<file path="config.mk">
export PLATFORM = sky130hd
export DESIGN_NAME = timer_prog_seq
export DESIGN_NICKNAME = d
export VERILOG_FILES = /design/src/rtl/timer_prog_seq.sv
export SDC_FILE = /design/constraint.sdc
export NUM_CORES = 1
export LEC_CHECK = 0
export ABC_AREA = 1
export CAP_MARGIN = 25
export CELL_PAD_IN_SITES_DETAIL_PLACEMENT = 1
export CELL_PAD_IN_SITES_GLOBAL_PLACEMENT = 1
export CORE_AREA = 10 10 164 166
export DETAILED_ROUTE_END_ITERATION = 8
export DIE_AREA = 0 0 174 176
export PLACE_DENSITY = 0.86
export SETUP_SLACK_MARGIN = 0.02
export SYNTH_ARGS = -nofsm -noshare
export SYNTH_HDL_FRONTEND = slang
export SYNTH_SLANG_ARGS = --single-unit
</file>
<file path="constraint.sdc">
create_clock -name i_clk -period 3.4 [get_ports i_clk]
set_clock_uncertainty 0.2 [all_clocks]
set_input_delay 0.68 -clock i_clk [delete_from_list [all_inputs] [get_ports i_clk]]
set_output_delay 0.68 -clock i_clk [all_outputs]
set_load 0.01 [all_outputs]
</file>
<file path="src/rtl/timer_prog_seq.sv">
// rtl/timer_prog_seq.sv - profile-table sequencer that programs and starts the PWM timer
module timer_prog_seq #(
    parameter int          NPROF   = 4,
    parameter int          IDXW    = 2,
    parameter int unsigned TIMEOUT = 65535
) (
    input  logic            i_clk,
    input  logic            i_rst_n,
    input  logic            i_cfg_we,
    input  logic [IDXW-1:0] i_cfg_idx,
    input  logic [1:0]      i_cfg_field,
    input  logic [15:0]     i_cfg_wdata,
    input  logic [IDXW:0]   i_num_prof,
    input  logic            i_loop,
    input  logic            i_go,
    input  logic            i_abort,
    input  logic            i_tmr_end,
    output logic            o_tmr_we,
    output logic [1:0]      o_tmr_addr,
    output logic [15:0]     o_tmr_wdata,
    output logic            o_tmr_start,
    output logic            o_busy,
    output logic [IDXW-1:0] o_prof_idx,
    output logic            o_done,
    output logic            o_err
);

    typedef enum logic [2:0] {
        S_IDLE, S_WR_PER, S_WR_DUTY, S_WR_CNT, S_START, S_WAIT, S_NEXT
    } state_t;

    localparam logic [IDXW:0] NPROF_W = (IDXW+1)'(NPROF);
    localparam logic [15:0]   TO_LAST = 16'(TIMEOUT - 1);

    // Profile table
    logic [15:0] per_q  [NPROF];
    logic [15:0] duty_q [NPROF];
    logic [15:0] cnt_q  [NPROF];

    state_t          state_q, state_d;
    logic [IDXW-1:0] idx_q, idx_d;
    logic [IDXW:0]   nprof_q, nprof_d;
    logic            loop_q, loop_d;
    logic [15:0]     tcnt_q, tcnt_d;
    logic            done_d, err_d;

    logic            tmr_we_d, tmr_start_d, busy_d;
    logic [1:0]      tmr_addr_d;
    logic [15:0]     tmr_wdata_d;

    logic [IDXW:0]   nprof_sat;
    logic            last_prof;

    assign nprof_sat = (i_num_prof > NPROF_W) ? NPROF_W : i_num_prof;
    assign last_prof = ({1'b0, idx_q} == (nprof_q - 1'b1));

    // Table write port; field 3 is dropped, reads elsewhere see the pre-edge value
    always_ff @(posedge i_clk or negedge i_rst_n) begin
        if (!i_rst_n) begin
            for (int i = 0; i < NPROF; i++) begin
                per_q[i]  <= '0;
                duty_q[i] <= '0;
                cnt_q[i]  <= '0;
            end
        end else if (i_cfg_we) begin
            case (i_cfg_field)
                2'd0:    per_q[i_cfg_idx]  <= i_cfg_wdata;
                2'd1:    duty_q[i_cfg_idx] <= i_cfg_wdata;
                2'd2:    cnt_q[i_cfg_idx]  <= i_cfg_wdata;
                default: ;
            endcase
        end
    end

    // State, sequencing context and registered outputs
    always_ff @(posedge i_clk or negedge i_rst_n) begin
        if (!i_rst_n) begin
            state_q     <= S_IDLE;
            idx_q       <= '0;
            nprof_q     <= '0;
            loop_q      <= 1'b0;
            tcnt_q      <= '0;
            o_tmr_we    <= 1'b0;
            o_tmr_addr  <= '0;
            o_tmr_wdata <= '0;
            o_tmr_start <= 1'b0;
            o_busy      <= 1'b0;
            o_prof_idx  <= '0;
            o_done      <= 1'b0;
            o_err       <= 1'b0;
        end else begin
            state_q     <= state_d;
            idx_q       <= idx_d;
            nprof_q     <= nprof_d;
            loop_q      <= loop_d;
            tcnt_q      <= tcnt_d;
            o_tmr_we    <= tmr_we_d;
            o_tmr_addr  <= tmr_addr_d;
            o_tmr_wdata <= tmr_wdata_d;
            o_tmr_start <= tmr_start_d;
            o_busy      <= busy_d;
            o_prof_idx  <= idx_d;
            o_done      <= done_d;
            o_err       <= err_d;
        end
    end

    // Next-state logic; abort overrides every other event
    always_comb begin
        state_d = state_q;
        idx_d   = idx_q;
        nprof_d = nprof_q;
        loop_d  = loop_q;
        tcnt_d  = tcnt_q;
        done_d  = 1'b0;
        err_d   = o_err;
        if (i_abort) begin
            state_d = S_IDLE;
        end else begin
            case (state_q)
                S_IDLE: begin
                    if (i_go) begin
                        err_d   = 1'b0;
                        nprof_d = nprof_sat;
                        loop_d  = i_loop;
                        idx_d   = '0;
                        if (nprof_sat != '0) state_d = S_WR_PER;
                        else                 done_d  = 1'b1;
                    end
                end
                S_WR_PER:  state_d = S_WR_DUTY;
                S_WR_DUTY: state_d = S_WR_CNT;
                S_WR_CNT:  state_d = S_START;
                S_START: begin
                    state_d = S_WAIT;
                    tcnt_d  = '0;
                end
                S_WAIT: begin
                    if (i_tmr_end) begin
                        state_d = S_NEXT;
                    end else if ((TIMEOUT != 0) && (tcnt_q == TO_LAST)) begin
                        state_d = S_IDLE;
                        err_d   = 1'b1;
                    end else begin
                        tcnt_d = tcnt_q + 16'd1;
                    end
                end
                S_NEXT: begin
                    if (!last_prof) begin
                        idx_d   = idx_q + 1'b1;
                        state_d = S_WR_PER;
                    end else if (loop_q) begin
                        idx_d   = '0;
                        state_d = S_WR_PER;
                    end else begin
                        state_d = S_IDLE;
                        done_d  = 1'b1;
                    end
                end
                default: state_d = S_IDLE;
            endcase
        end
    end

    // Output decode from the upcoming state so every output is registered
    always_comb begin
        tmr_we_d    = 1'b0;
        tmr_addr_d  = 2'd0;
        tmr_wdata_d = '0;
        tmr_start_d = 1'b0;
        busy_d      = (state_d != S_IDLE);
        case (state_d)
            S_WR_PER: begin
                tmr_we_d    = 1'b1;
                tmr_addr_d  = 2'd0;
                tmr_wdata_d = per_q[idx_d];
            end
            S_WR_DUTY: begin
                tmr_we_d    = 1'b1;
                tmr_addr_d  = 2'd1;
                tmr_wdata_d = duty_q[idx_d];
            end
            S_WR_CNT: begin
                tmr_we_d    = 1'b1;
                tmr_addr_d  = 2'd2;
                tmr_wdata_d = cnt_q[idx_d];
            end
            S_START: tmr_start_d = 1'b1;
            default: ;
        endcase
    end

endmodule

</file>
==> out/results.txt <==
Max IR drop VDD -> 447 uV
YS warnings -> 0
Hold Crit Class -> reg -> reg
die extent in y -> 176 um
Avg Inst Size Synth -> 7.83 um2
register area -> 0.00601 mm2
setup_tns -> 0 ns
finished layout cell area -> 0.0134 mm2
GRT Util Overall -> 23.8%
Max Freq -> 394 MHz
initial antenna violation count -> 0
Final Cycle Share -> 74.7%
fill cell count -> 2932
multi-input combinational cell area -> 0.00463 mm2
Vias -> 10200
CTS Sinks -> 240
Mapped Cells -> 1464
Root Buffer -> clkbuf_16
grt total ovfl -> 0
Seq/Total Area, Yosys -> 52.4%
DR pass1 iterations -> 4
first-pass GRT wire length -> 59.9 mm
Worst R2R Setup Slack -> 0.86 ns
most common flop cell mapped by yosys -> dfrtp_1
Area contributors post-synth -> dfrtp_1 (52%), nand2_1 (18%), o21ai_0 (8.6%)
Crit Path Max Fanout -> 16
Initial Util -> 48.1%
io pins -> 55
worst skew pair latency -> 0.54 ns
RD Place Congestion -> 0.883
CTS tree -> built
Worst Min Path Start -> duty_q[24]
hold-critical path depth -> 2
final-report max-slew violation count -> 0
floorplan row count -> 57
min Tclk post-route -> 2.54 ns
Cells after DPL -> 1784
fin nets -> 1523
Cell Count, Final, Fillers Out -> 1834
post-DP HPWL -> 21.9 mm
pwr dens -> 631 mW/mm2
Routed wire per std cell -> 19.7 um
vias in the first global route -> 11300
port bufs -> 54
Post CTS Setup Buffer Count -> 0
Setup crit end kind -> register
Layout area overhead -> 16.7%
CTS max path bufs -> 3
Final Routed Wirelength -> 36.1 mm
post-synth cell types -> 33
number of max-cap violations -> 0
WS Path Type -> reg -> reg
top cells by count, synth -> nand2_1 (545), dfrtp_1 (240), o21ai_0 (197)
CTS Hold Bufs -> 1
pre-CTS WS -> 0.421 ns
synthesis-stage register bit count -> 240
worst hold endpoint -> duty_q[24]
count leader, synth -> nand2_1
Reg clk slew, reported paths -> 0.06 ns
Post-Syn Area -> 0.0115 mm2
Placed Area -> 0.0124 mm2
Synth area leader -> dfrtp_1
WP data arrival -> 2.81 ns
RSZ-0062 raised after global routing -> no
final routed DRC violation total -> 0
worst r2r src -> nprof_q[0]
Net Count, Synth -> 1497
largest net degree at the start of global routing -> 77
CTS resizes -> 0
ant diodes -> 0
ANT nets after route -> 0
Startpoint Class -> register
core area -> 0.0238 mm2
required time of the critical path -> 3.67 ns
FF-to-FF End -> o_tmr_wdata[14]
setup ws final -> 0.860 ns
Final Setup Violations -> 0
die area -> 0.0306 mm2
proportion of layout cells with a drive suffix above 1 -> 6.82%
Worst Tran Pin Value -> 0.629 ns
FFs w/ async S/R, synth -> 100%
via/cell ratio -> 5.58
outcome -> finished, final reports clean
Slew headroom -> 58.0%
Worst R2R Path Depth -> 16
Iter 0 DRT Violations -> 762
H-tree depth -> 1
EDFF count, synth -> 0
top cell type's share of synthesized area -> 52.4%
CTS buffer count -> 27
Die X -> 174 um
Static Leak -> 0.00664 uW
count of final hold-check violations -> 0
-- metrics by stage --
stage | power [uW] | util (%) | hold slack [ns]
3_5_place_dp | 5370 | 52.2 | 0.264
6_report | 8440 | 56.2 | 0.278
3_3_place_gp | 5230 | 52.2 | 0.257
2_1_floorplan | 4760 | - | 0.184
5_1_grt | 8940 | 56.2 | 0.306
4_1_cts | 8510 | 56.2 | 0.278
-- power breakdown --
| group | switching [uW] | internal [uW] |
|---|---|---|
| Sequential | 338 | 3430 |
| Combinational | 949 | 636 |
| Clock | 1180 | 1910 |
| Total | 2470 | 5980 |
-- worst max-delay path, stage by stage, from the launching register on --
cell,delay [ns]
dfrtp_1,0.34
inv_1,0.07
ha_1,0.31
inv_1,0.07
nand2_1,0.05
nand2_1,0.11
nand3_1,0.12
nand2_1,0.14
nand3_4,0.12
nand2_4,0.22
buf_4,0.26
nand2_1,0.07
nand2_1,0.05
nand2_1,0.08
nand2_1,0.11
nand2_1,0.07
nand3_2,0.08
-- worst max path at each step --
stage | endpoint | slack [ns] | from | cells after the start
floorplan | o_tmr_wdata[14] | 1.11 | i_abort | 12
global placement | o_tmr_wdata[5] | 0.52 | i_abort | 11
detailed placement | o_tmr_wdata[2] | 0.42 | i_abort | 14
CTS | o_tmr_wdata[15] | 0.83 | nprof_q[0] | 15
global route | o_tmr_wdata[0] | 0.63 | nprof_q[0] | 14
finish | o_tmr_wdata[14] | 0.86 | nprof_q[0] | 16
-- cells by family (layout without fill, tap and decap cells) --
logic type,count (synthesis),after routing,synth area share (%)
AND/OR/NAND/NOR,782,782,29.4
flip-flops,240,240,52.4
AO/OA/AOI/OAI,216,216,9.71
buffers and inverters,213,259,7.45
XOR/XNOR,10,10,0.764
adder cells (fa/ha/maj),3,3,0.327
-- sequential cells by signal (all words and copies together), names as in the netlist, 2 cells and up --
signal / flops
per_q: 64
o_tmr_wdata: 16
state_q: 3
tcnt_q: 16
o_tmr_addr: 2
cnt_q: 64
idx_q: 2
duty_q: 64
nprof_q: 3
-- layer usage --
metal  global-route usage (%)  vias up  share of wire [%]  wire, um
li1                         -     4723                  -         -
met5                        0        -                  0         0
met1                     30.2     5210                 43     15600
met4                     7.55        0                2.5       907
met3                     3.12       64                4.6      1670
met2                     41.6      240                 50     17900
-- cell type report --
class | count | area share [%]
Timing Repair Buffer | 95 | 7.24
Tap cell | 324 | 3.03
Inverter | 115 | 3.23
Sequential cell | 240 | 44.9
Clock inverter | 9 | 1.11
Multi-Input combinational cell | 1011 | 34.6
Clock buffer | 40 | 5.94
-- layout by cell type, fill, tap and decap left out, types with 2 or more instances in the layout --
cell	n
nor2_2	2
inv_1	111
nor3_4	3
nor2_1	31
o21ai_0	197
a21oi_1	5
nand3_1	138
clkbuf_1	6
xor2_1	7
xnor2_1	3
clkdlybuf4s50_1	53
nand2_2	3
o22ai_1	4
a211oi_1	2
nand3_2	3
nand3b_1	33
dfrtp_1	240
bufinv_16	4
inv_2	4
nor3b_1	2
nand2_4	2
o31ai_1	6
buf_4	31
clkbuf_8	7
nand4_1	8
buf_12	9
clkbuf_16	27
ha_1	3
nand2_1	544
clkinv_2	4
nor3_1	9
Power figures use the tool's default switching activity.
